<file path="src/rtl/cam_stream_gen.sv">
// -----------------------------------------------------------------------------
// cam_stream_gen
// Generates camera-style pixel streaming (vsync/href/d) from a frame buffer so
// that an OV7670-style capture block can be exercised without a real sensor.
// A frame is VSYNC, then back porch, then IMG_H lines of (IMG_W active pixels +
// HBLANK blank cycles), then front porch. Every period is counted in pclk
// cycles, with one line period LP = IMG_W + HBLANK.
//
// Ports:
//   pclk        - the single clock; all logic on its rising edge
//   rst         - asynchronous active-high reset
//   enable      - run frames back to back while high (sampled at frame end)
//   raddr[14:0] - frame-buffer read address, y*IMG_W + x for each pixel
//   rdata[7:0]  - frame-buffer data, valid one pclk edge after raddr
//   vsync, href - camera framing signals, aligned with d
//   d[7:0]      - grayscale pixel byte, 0 whenever href is low
//   frame_start - one-cycle pulse when a frame begins
//   busy        - high from frame start until the end of front porch
//
// Build option:
//   CAM_STREAM_GEN_TESTPAT_EN - when defined, d carries x[7:0] ^ y[7:0]
//   instead of rdata; timing and raddr are unchanged.
//
// HBLANK and the porch/vsync line counts are assumed to be at least 1.
// -----------------------------------------------------------------------------
module cam_stream_gen #(
    parameter int IMG_W       = 160,
    parameter int IMG_H       = 120,
    parameter int HBLANK      = 16,
    parameter int VSYNC_LINES = 3,
    parameter int VBP_LINES   = 2,
    parameter int VFP_LINES   = 2
) (
    input  logic        pclk,
    input  logic        rst,
    input  logic        enable,
    output logic [14:0] raddr,
    input  logic [7:0]  rdata,
    output logic        vsync,
    output logic        href,
    output logic [7:0]  d,
    output logic        frame_start,
    output logic        busy
);

    localparam int LP      = IMG_W + HBLANK;
    localparam int VS_CYC  = VSYNC_LINES * LP;
    localparam int VBP_CYC = VBP_LINES * LP;
    localparam int VFP_CYC = VFP_LINES * LP;
    localparam int MAX_A   = (VS_CYC > VBP_CYC) ? VS_CYC : VBP_CYC;
    localparam int MAX_B   = (VFP_CYC > HBLANK) ? VFP_CYC : HBLANK;
    localparam int MAX_CYC = (MAX_A > MAX_B) ? MAX_A : MAX_B;
    localparam int CNT_W   = $clog2(MAX_CYC + 1);
    localparam int X_W     = $clog2(IMG_W + 1);
    localparam int Y_W     = $clog2(IMG_H + 1);

    localparam logic [CNT_W-1:0] VS_LAST  = CNT_W'(VS_CYC - 1);
    localparam logic [CNT_W-1:0] VBP_LAST = CNT_W'(VBP_CYC - 1);
    localparam logic [CNT_W-1:0] VFP_LAST = CNT_W'(VFP_CYC - 1);
    localparam logic [CNT_W-1:0] HB_LAST  = CNT_W'(HBLANK - 1);
    localparam logic [X_W-1:0]   X_LAST   = X_W'(IMG_W - 1);
    localparam logic [Y_W-1:0]   Y_LAST   = Y_W'(IMG_H - 1);

    typedef enum logic [2:0] {
        S_IDLE,
        S_VSYNC,
        S_VBP,
        S_ACTIVE,
        S_HBL,
        S_VFP
    } state_t;

    state_t           r_state;
    logic [CNT_W-1:0] r_cnt;
    logic [X_W-1:0]   r_x;
    logic [Y_W-1:0]   r_y;
    logic [14:0]      r_raddr;
    logic             r_frameStart;
    logic             r_busy;

    // Two-stage alignment pipeline: stage 1 lines up with rdata coming back
    // from the buffer, stage 2 is the visible output.
    logic             r_act1;
    logic             r_vs1;
    logic             r_href;
    logic             r_vsync;
    logic [7:0]       r_d;

`ifdef CAM_STREAM_GEN_TESTPAT_EN
    logic [7:0]       r_tp1;
    logic [15:0]      w_x16;
    logic [15:0]      w_y16;
    assign w_x16 = 16'(r_x);
    assign w_y16 = 16'(r_y);
`endif

    // Frame sequencer. raddr is kept as a running address rather than
    // y*IMG_W + x: it restarts at 0 on the first pixel and steps by one on
    // every pixel, including the step from the last pixel of a line into
    // the first pixel of the next, which yields the same value with no
    // multiplier. Outside ACTIVE it simply holds.
    // enable is only looked at in IDLE and at the end of front porch, so a
    // frame already under way always runs to completion.
    always_ff @(posedge pclk or posedge rst) begin
        if (rst) begin
            r_state      <= S_IDLE;
            r_cnt        <= '0;
            r_x          <= '0;
            r_y          <= '0;
            r_raddr      <= '0;
            r_frameStart <= 1'b0;
            r_busy       <= 1'b0;
        end else begin
            r_frameStart <= 1'b0;
            case (r_state)
                S_IDLE: begin
                    if (enable) begin
                        r_state      <= S_VSYNC;
                        r_cnt        <= '0;
                        r_frameStart <= 1'b1;
                        r_busy       <= 1'b1;
                    end
                end
                S_VSYNC: begin
                    if (r_cnt == VS_LAST) begin
                        r_cnt   <= '0;
                        r_state <= S_VBP;
                    end else begin
                        r_cnt <= r_cnt + 1'b1;
                    end
                end
                S_VBP: begin
                    if (r_cnt == VBP_LAST) begin
                        r_cnt   <= '0;
                        r_x     <= '0;
                        r_y     <= '0;
                        r_raddr <= '0;
                        r_state <= S_ACTIVE;
                    end else begin
                        r_cnt <= r_cnt + 1'b1;
                    end
                end
                S_ACTIVE: begin
                    if (r_x == X_LAST) begin
                        r_x     <= '0;
                        r_cnt   <= '0;
                        r_state <= S_HBL;
                    end else begin
                        r_x     <= r_x + 1'b1;
                        r_raddr <= r_raddr + 15'd1;
                    end
                end
                S_HBL: begin
                    if (r_cnt == HB_LAST) begin
                        r_cnt <= '0;
                        if (r_y == Y_LAST) begin
                            r_y     <= '0;
                            r_state <= S_VFP;
                        end else begin
                            r_y     <= r_y + 1'b1;
                            r_raddr <= r_raddr + 15'd1;
                            r_state <= S_ACTIVE;
                        end
                    end else begin
                        r_cnt <= r_cnt + 1'b1;
                    end
                end
                S_VFP: begin
                    if (r_cnt == VFP_LAST) begin
                        r_cnt <= '0;
                        if (enable) begin
                            r_state      <= S_VSYNC;
                            r_frameStart <= 1'b1;
                        end else begin
                            r_state <= S_IDLE;
                            r_busy  <= 1'b0;
                        end
                    end else begin
                        r_cnt <= r_cnt + 1'b1;
                    end
                end
                default: begin
                    r_state <= S_IDLE;
                    r_busy  <= 1'b0;
                end
            endcase
        end
    end

    // Output alignment. The buffer answers one edge after raddr, so the
    // framing flags are delayed by two edges to land in the same cycle as the
    // byte registered from rdata. d is forced to zero whenever href is low so
    // blanking never leaks stale buffer data.
    always_ff @(posedge pclk or posedge rst) begin
        if (rst) begin
            r_act1  <= 1'b0;
            r_vs1   <= 1'b0;
            r_href  <= 1'b0;
            r_vsync <= 1'b0;
            r_d     <= 8'd0;
`ifdef CAM_STREAM_GEN_TESTPAT_EN
            r_tp1   <= 8'd0;
`endif
        end else begin
            r_act1  <= (r_state == S_ACTIVE);
            r_vs1   <= (r_state == S_VSYNC);
            r_href  <= r_act1;
            r_vsync <= r_vs1;
`ifdef CAM_STREAM_GEN_TESTPAT_EN
            r_tp1   <= w_x16[7:0] ^ w_y16[7:0];
            r_d     <= r_act1 ? r_tp1 : 8'd0;
`else
            r_d     <= r_act1 ? rdata : 8'd0;
`endif
        end
    end

    assign raddr       = r_raddr;
    assign vsync       = r_vsync;
    assign href        = r_href;
    assign d           = r_d;
    assign frame_start = r_frameStart;
    assign busy        = r_busy;

endmodule

</file>
<file path="config.mk">
export PLATFORM = sky130hd
export DESIGN_NAME = cam_stream_gen
export DESIGN_NICKNAME = d
export VERILOG_FILES = /design/src/rtl/cam_stream_gen.sv
export SDC_FILE = /design/constraint.sdc
export NUM_CORES = 1
export LEC_CHECK = 0
export ABC_CLOCK_PERIOD_IN_PS = 3250
export BUFFER_PORTS_ARGS = -buffer_cell sky130_fd_sc_hd__buf_2
export CORE_ASPECT_RATIO = 0.9
export CORE_MARGIN = 4
export CORE_UTILIZATION = 45
export CTS_CLUSTER_DIAMETER = 50
export DETAILED_ROUTE_END_ITERATION = 12
export SLEW_MARGIN = 20
export SYNTH_ARGS = -nofsm -noshare
export SYNTH_HDL_FRONTEND = slang
export SYNTH_SLANG_ARGS = --single-unit
</file>
<file path="constraint.sdc">
create_clock -name pclk -period 3.25 [get_ports pclk]
set_input_delay 0.8125 -clock pclk [delete_from_list [all_inputs] [get_ports pclk]]
set_output_delay 0.8125 -clock pclk [all_outputs]
set_load 0.03 [all_outputs]
</file>
### Word-level counts from Yosys, hierarchy flattened

Cells that the tools add are included.

| word-level totals | value |
|---|---|
| register bits after elaboration | 57 |
| input bits | 11 |
| output and inout port bits | 27 |
| word-level logic and storage cells | 84 |

| operators by class | value |
|---|---|
| add/sub/neg operators | 4 |
| equal/unequal tests | 19 |
| mux-type cells | 35 |
| bitwise gates (word level) | 1 |
| reductions and logical operators | 13 |

Operator list:

| cell | count |
|---|---|
| 15-bit two-way mux | 4 |
| 10-bit two-way mux | 5 |
| 10-bit case mux with 5 select lines | 1 |
| 15-bit case mux with 3 select lines | 1 |
| 8-bit two-way mux | 3 |
| 3-bit two-way mux | 7 |
| 7-bit two-way mux | 3 |
| 2-bit != test, second input constant | 9 |
| 3-bit case mux with 6 select lines | 1 |
| 8-bit case mux with 2 select lines | 1 |
| 15-bit by 1-bit adder with 15-bit output, second input constant | 1 |
| 7-bit case mux with 2 select lines | 1 |
| 10-bit by 1-bit adder with 10-bit output, second input constant | 1 |
| 10-bit == test, second input constant | 1 |
| 10-bit by 4-bit == test with 1-bit output, second input constant | 1 |
| 10-bit by 9-bit == test with 1-bit output, second input constant | 1 |
| 8-bit by 1-bit adder with 8-bit output, second input constant | 1 |
| 8-bit == test, second input constant | 1 |
| 7-bit by 1-bit adder with 7-bit output, second input constant | 1 |
| 7-bit == test, second input constant | 1 |
| 3-bit by 2-bit == test with 1-bit output, second input constant | 2 |
| 3-bit == test, second input constant | 2 |
| 1-bit two-way mux | 6 |
| 3-bit AND reduction | 2 |
| 14 further kinds | 15 |

### Longest topological paths before layout

Gate-level depths: netlist of the first run.

| depth | value |
|---|---|
| depth after elaboration | 4 |
| depth in mapped cells | 8 |
| mapped depth without buffers | 7 |

### Least setup slack after synthesis of the first run

Ideal clock, no wire load.

| timing path | value |
|---|---|
| kind | reg2reg |
| start point | register r_cnt[0] |
| end point | register r_raddr[14] (netlist: raddr[14]) |
| setup time | 0.078 ns |
| data arrival time | 2.062 ns |
| required time | 3.172 ns |
| path slack | 1.111 ns |
| cell stages (with the launch flop) | 7 |
| buffers on the path | 0 |
| clock period less this slack | 2.139 ns |
| cell sequence | dfrtp_1 > ha_1 > nand3_1 > nor4b_4 > o311ai_4 > or4_1 > a21oi_1 |

| on the way | value |
|---|---|
| cells in the longest elaborated chain, start to end | 3 |
| elaborated cells on any way between the ends | 5 |
| those cells by class | eq/ne (4); reduce/logical (1) |

RTL lines:

| item | line | text |
|---|---|---|
| start: declaration | 74 | `logic [CNT_W-1:0] r_cnt;` |
| start signal: assignment | 129 | `r_cnt <= r_cnt + 1'b1;` |
| start signal: assignment | 140 | `r_cnt <= r_cnt + 1'b1;` |
| start signal: assignment | 165 | `r_cnt <= r_cnt + 1'b1;` |
| 10-bit by 4-bit == test with 1-bit output / 10-bit by 9-bit == test with 1-bit output (equally long branches) | 154, 133 |  |
| 2-bit != test (no source line) | n/a |  |
| 5-bit AND reduction (no source line) (*) | n/a |  |
| end signal: assignment | 150 | `r_raddr <= r_raddr + 15'd1;` |
| end signal: assignment | 161 | `r_raddr <= r_raddr + 15'd1;` |
| end: declaration | 77 | `logic [14:0] r_raddr;` |

Mark *: on every way between the ends. The rest lies on a longest branch, timed or not.
A chain may end at the register's enable or synchronous reset.

### Final worst setup path of the first run

| timing path | value |
|---|---|
| start point | register r_state[0] |
| end point | register r_raddr[7] (netlist: raddr[7]) |

| on the way | value |
|---|---|
| cells in the longest elaborated chain, start to end | 3 |
| elaborated cells on any way between the ends | 10 |
| those cells by class | eq/ne (7); mux (1); reduce/logical (2) |

RTL lines:

| item | line | text |
|---|---|---|
| start: declaration | 73 | `state_t r_state;` |
| start signal: assignment | 106 | `r_state <= S_IDLE;` |
| start signal: assignment | 118 | `r_state <= S_VSYNC;` |
| start signal: assignment | 127 | `r_state <= S_VBP;` |
| 3-bit == test / 3-bit by 2-bit == test with 1-bit output (equally long branches) | 115 | `case (r_state)` |
| 2-bit != test (no source line) / 3-bit nonzero test (equally long branches) | n/a |  |
| 5-bit AND reduction (no source line) | n/a |  |

Parallel ways exist; a longest one is shown, timed or not.

==> results of run 1 <==
power groups by stage:
stage               sequential [mW]  clock [mW]  combinational [mW]
detailed placement            0.996           0               0.811
CTS                           0.984       0.627               0.812
floorplan                      1.06           0               0.542
finish                        0.984       0.602               0.804
global placement              0.990           0               0.814
global route                   1.01       0.660               0.908
area by class of cell:
| cell class | instances | area (um2) |
|---|---|---|
| clock buffers | 10 | 138 |
| clock inverters | 6 | 43.8 |
| fillers | 584 | 2830 |
| inverters | 8 | 30.0 |
| multi-input cells | 238 | 1500 |
| flip-flops and latches | 57 | 1430 |
| well taps | 87 | 109 |
| repair buffers | 39 | 213 |
cell families after synthesis:
group	Yosys count	synth area share, %
AO/OA/AOI/OAI	83	18.7
XOR/XNOR	8	2.33
adder cells (fa/ha/maj)	4	1.67
buffers and inverters	18	2.71
flip-flops	57	47.5
multiplexers	2	0.708
AND/OR/NAND/NOR	141	26.3
flip-flops by register name (all words and copies together), names as in the netlist:
signal and count:
r_x 8, href 1, vsync 1, r_y 7, r_act1 1, r_state 3
r_vs1 1, busy 1, d 8, raddr 15, r_cnt 10, frame_start 1
cells in the final DEF (no fill, tap or decap), drive strengths merged, types with 8 or more instances in the layout:
cell type  Yosys  layout
clkbuf         6      10
and2          10      10
o21ai         35      35
a21oi         13      13
o31ai          8       8
buf            4      39
nor2          22      22
dfrtp         57      57
nand3         20      20
nand2         31      31
per-layer routing:
layer	vias to the layer above	share of wire (%)	GRT usage, %	routed length, um
li1	1236	-	-	-
met1	1206	50	25.9	3370
met2	69	44	26.7	2940
met3	5	5.3	5.88	356
met4	0	0.71	6.69	48
met5	-	0	0	0
worst max-delay path, cell delays in order, from the launching register on:
cell and delay [ns]:
dfrtp_1 0.58, or3b_1 0.61, a31oi_4 0.30, o311ai_4 0.28, or4_1 0.57, a21oi_1 0.15
through the flow:
stage          std cells  power, mW
3_3_place_gp         429       1.80
5_1_grt              445       2.58
4_1_cts              445       2.42
3_5_place_dp         429       1.81
6_report             445       2.39
2_1_floorplan        313       1.60
worst max-delay path by stage:
stage / to / from / slack [ns]
3_5_place_dp: raddr[7] / r_state[0] / 0.73
3_3_place_gp: raddr[7] / r_state[0] / 0.79
6_report: raddr[7] / r_state[0] / 0.70
4_1_cts: raddr[14] / r_state[0] / 0.71
5_1_grt: raddr[14] / r_state[0] / 0.48
2_1_floorplan: busy / rst / 1.04
==> qor.txt, run 1 <==
f_max - 392 MHz
Comb pwr share - 33.7%
antenna violations before repair - 0
share of layout cells above drive strength 1 - 19.3%
Async SR Flop Fraction - 100%
Area growth, synth to finish - 15.0%
routed vias/inst - 5.65
VDD IR-drop max - 406 uV
Die Area - 8050 um2
vias in the first global route - 2397
hold buffer count at CTS - 0
hold_sp - r_vs1
antenna diode count - 0
Leak - 1.52 nW
gp weighted congestion - 0.807
Clock Power Share - 25.2%
post-cts resize count - 0
setup ws final - 0.696 ns
largest cells by area after synthesis - dfrtp_1 48%, o21ai_0 5.7%, nand2_1 3.9%
Reg power frac - 41.2%
top cell type's share of synthesized area - 47.5%
# IOs - 38
CP Class - flip-flop to flip-flop
internal power component - 1.41 mW
CP Capture Type - flip-flop
Clock Latency Late Sink - 0.34 ns
cells after synthesis - 313
Post-synth top cells - 57 x dfrtp_1, 34 x o21ai_0, 31 x nand2_1, 22 x nor2_1, 20 x nand3_1
crit share post-route - 78.6%
Die X - 94.1 um
status - finished clean
switching share of power - 40.9%
CP arrival - 2.82 ns
H-tree Lvls - 3
row cnt - 27
post-synthesis instance area - 3000 um2
all-layer global routing usage - 18.4%
clk sink count - 57
Yosys reg bits - 57
post-CTS setup buffer count - 0
total grt overflow - 0
Finished Core Util - 55.0%
DP HPWL - 4610 um
Antenna Nets Post-Route - 0
setup_tns - 0 ns
first drt pass iteration count - 4
largest net degree at the start of global routing - 49
flop2flop setup slack - 0.70 ns
CTS tree - built
fin nets - 368
final instance area - 3450 um2
Setup Skew - 0.0140 ns
Avg Inst Size Synth - 9.59 um2
Core ar. - 6280 um2
Worst EP required - 3.52 ns
dpl cell area - 3270 um2
most common cell in the synthesized netlist - dfrtp_1
Rel. slew slack - 46.8%
DP Worst Slack - 0.726 ns
Port Buffers - 37
Clock Path Buffers - 2
Worst R2R End - raddr[7]
Final Max Slew Viols - 0
Die H - 85.5 um
leading area contributor after synthesis - dfrtp_1
PD cells - 692 nW/um2
worst slew pin tran - 0.796 ns
Hold Path Depth - 0
R2R depth - 5
final setup violation count - 0
post-route minimum period - 2.55 ns
kind of start point of the critical path - flip-flop
final hold violation count - 0
CTS Buf Count - 9
worst min path class - flip-flop to flip-flop
Hold EP - vsync
Net Count, Synth - 328
Worst-path clk slew - 0.07 ns
unrepaired setup endpoints after global routing - no
count of cell types in the netlist - 58
DRC Markers - 0
Root Buffer - clkbuf_8
Seq/Total Area, Yosys - 47.5%
YS warnings - 0
reg2reg start - r_state[0]
CP max FO - 24
drt wl/cell - 15.1 um
number of synthesized flops with an enable pin - 0
violation count after the first detailed-route iteration - 141
Starting Density - 47.8%
Net Switching - 977 uW
via count - 2516
Main synth FF type - dfrtp_1
first-pass GRT wire length - 11800 um
WL final - 6720 um
Worst Hold Slack - 0.354 ns
max cap viols - 0
No activity file was read; power rests on OpenSTA's default activity.
==> run 2, diff against run 1 <==
- ABC_AREA: not set -> 1
- ABC_CLOCK_PERIOD_IN_PS: 3250 -> 2400
- clock period: 3.25 -> 2.4 ns (I/O delays scaled with it)
==> run 2 against run 1 <==
- register-to-register slack got worse by 0.14 ns
- synthesized area rose by 14%
- final cell count is 34% higher
- synthesized cell count rose by 45%
- via count increased by 17%
- maximum frequency grew 38%
- clock-buffer cell count down 1
- combinational power grew 70%
- non-clock buffer count is 1 lower
- clock power grew 88%
- sequential share of layout area shrank 5.2 points
- critical endpoint is now raddr[13]
- largest power group is now combinational cells
==> qor.txt, run 2 <==
# IOs - 38 (unchanged)
Starting Density - 47.6% (-0.19 points)
Clock Path Buffers - 2 (unchanged)
first-pass GRT wire length - 13300 um (+13%)
Clock Power Share - 29.6% (+4.4 points)
Worst EP required - 2.68 ns (-0.84 ns)
internal power component - 2.21 mW (+57%)
setup_tns - 0 ns (unchanged)
Main synth FF type - dfrtp_1
Core ar. - 7220 um2 (+15%)
Root Buffer - clkbuf_8
Comb pwr share - 35.9% (+2.2 points)
Setup Skew - 0.00622 ns (-0.00775 ns)
WL final - 7610 um (+13%)
crit-path cells - ha_1 -> nand2_4 -> nor2_4 -> nand2_4 -> nand2_4 -> nand2_4 -> nor2_8 -> nand2_1 -> nand2_1
R2R depth - 9 (+4)
worst min path class - primary input to asynchronous set/reset pin
Antenna Nets Post-Route - 0 (unchanged)
max reg flops - 15 (unchanged)
largest net degree at the start of global routing - 38 (-22%)
vias in the first global route - 2775 (+16%)
all-layer global routing usage - 17.8% (-0.58 points)
Async SR Flop Fraction - 100% (unchanged)
CP Capture Type - flip-flop
share of layout cells above drive strength 1 - 17.1% (-2.1 points)
post-route minimum period - 1.85 ns (-0.708 ns)
Clock Latency Late Sink - 0.34 ns (about the same)
CP arrival - 2.13 ns (-0.69 ns)
CP Class - flip-flop to flip-flop
final setup violation count - 0 (unchanged)
crit share post-route - 76.9% (-1.7 points)
Avg Inst Size Synth - 7.57 um2 (-21%)
CTS tree - built
routed vias/inst - 4.95 (-12%)
top cell type's share of synthesized area - 41.5% (-6.0 points)
Worst Hold Slack - 0.278 ns (-0.0761 ns)
Final Max Slew Viols - 0 (unchanged)
antenna diode count - 0 (unchanged)
Seq/Total Area, Yosys - 41.5% (-6.0 points)
CP max FO - 16 (-33%)
Slowest cell on crit path - dfrtp_1
max cap viols - 0 (unchanged)
status - finished clean
Port Buffers - 37 (unchanged)
clk sink count - 57 (unchanged)
drt wl/cell - 12.8 um (-15%)
Worst path depth - 9 (+4)
row cnt - 29 (+7.4%)
YS warnings - 0 (unchanged)
gp weighted congestion - 0.849 (+5.3%)
fin nets - 512 (+39%)
Yosys reg bits - 57 (unchanged)
Area growth, synth to finish - 15.0% (about the same)
Finished Core Util - 54.8% (-0.22 points)
Net Count, Synth - 469 (+43%)
cells after synthesis - 454 (+45%)
Worst-path clk slew - 0.07 ns (about the same)
CTS Buf Count - 9 (unchanged)
peak per-stage delay on the critical path - 0.45 ns (-0.16 ns)
f_max - 542 MHz (+38%)
DP HPWL - 5530 um (+20%)
via count - 2948 (+17%)
total grt overflow - 0 (unchanged)
Die X - 100 um (+6.4%)
H-tree Lvls - 3 (unchanged)
largest cells by area after synthesis - dfrtp_1 41%, nand2_1 15%, nand3_1 6.6%
Post-synth top cells - 140 x nand2_1, 57 x dfrtp_1, 50 x inv_1, 45 x nand3_1, 43 x nor2_1
post-synthesis instance area - 3440 um2 (+14%)
most common cell after layout, fill and taps aside - nand2_1
post-cts resize count - 0 (unchanged)
most frequent CP cell - nand2_4
count of cell types in the netlist - 35 (-40%)
Die H - 90.9 um (+6.3%)
leading area contributor after synthesis - dfrtp_1
final hold violation count - 0 (unchanged)
most frequent cells in the layout - 140 x nand2_1, 57 x dfrtp_1, 49 x inv_1, 45 x nand3_1, 43 x nor2_1
Reg power frac - 34.5% (-6.7 points)
Tot Pwr - 3.81 mW (+59%)
Leak - 2.14 nW (+40%)
unrepaired setup endpoints after global routing - no
setup ws final - 0.554 ns (-0.142 ns)
violation count after the first detailed-route iteration - 120 (-15%)
antenna violations before repair - 0 (unchanged)
most common cell in the synthesized netlist - nand2_1
number of synthesized flops with an enable pin - 0 (unchanged)
DP Worst Slack - 0.574 ns (-0.152 ns)
switching share of power - 41.9% (+1.0 points)
cell family with most CP delay - simple AND/OR/NAND/NOR gates
worst slew pin tran - 0.502 ns (-0.294 ns)
kind of start point of the critical path - flip-flop
hold buffer count at CTS - 0 (unchanged)
Net Switching - 1.60 mW (+63%)
first drt pass iteration count - 4 (unchanged)
Die Area - 9100 um2 (+13%)
DRC Markers - 0 (unchanged)
Critical path buffers and inverters - 0 (unchanged)
post-CTS setup buffer count - 0 (unchanged)
Rel. slew slack - 66.5% (+20 points)
PD cells - 963 nW/um2 (+39%)
VDD IR-drop max - 498 uV (+23%)
run 2: routing by layer:
layer  share of wire (%)  GRT usage, %  up-vias
met5                   0             0        -
met4                 1.1          5.50        0
met3                 5.5          4.63        7
met2                  42          26.5       66
met1                  51          25.5     1326
li1                    -             -     1549
run 2: power groups by stage:
stage / Clock, mW / Combinational (mW) / Sequential [mW]
floorplan: 0 / 0.995 / 1.43
global placement: 0 / 1.37 / 1.33
detailed placement: 0 / 1.38 / 1.33
CTS: 1.16 / 1.39 / 1.31
global route: 1.20 / 1.53 / 1.34
finish: 1.13 / 1.37 / 1.31
run 2: final cells by class:
cell class | instances | area [um2]
clock buffers | 9 | 124
clock inverters | 7 | 125
fillers | 691 | 3270
inverters | 58 | 223
multi-input cells | 333 | 1730
flip-flops and latches | 57 | 1430
well taps | 93 | 116
repair buffers | 38 | 205
run 2: final timing paths:
check | from | end | slack [ns]
max reg2reg | r_cnt[0] | raddr[13] | 0.55
min in group pclk | r_vs1 | vsync | 0.35
max in group asynchronous | rst | r_x[5] | 1.56
min | rst | r_cnt[7] | 0.28
min reg2reg | r_vs1 | vsync | 0.35
max | r_cnt[0] | raddr[13] | 0.55
run 2: worst register-to-register path, delay by kind of cell, from the launching register on:
family                   cells  cell delay (ns)
flip-flops                   1             0.45
AND/OR/NAND/NOR              8             1.10
adder cells (fa/ha/maj)      1             0.24
run 2: logic make-up after synthesis:
group | count (synthesis) | synth area share [%]
AOI/OAI and AO/OA | 37 | 6.01
buffers and inverters | 64 | 8.04
adders and majority gates | 4 | 1.46
and+or+nand+nor | 276 | 38.9
DFF | 57 | 41.5
xor gates and xnor gates | 16 | 4.08
run 2: metrics by stage:
step	area, um2	cells
finish	3950	595
global route	3950	595
CTS	3950	595
detailed placement	3700	579
global placement	3700	579
floorplan	3440	454
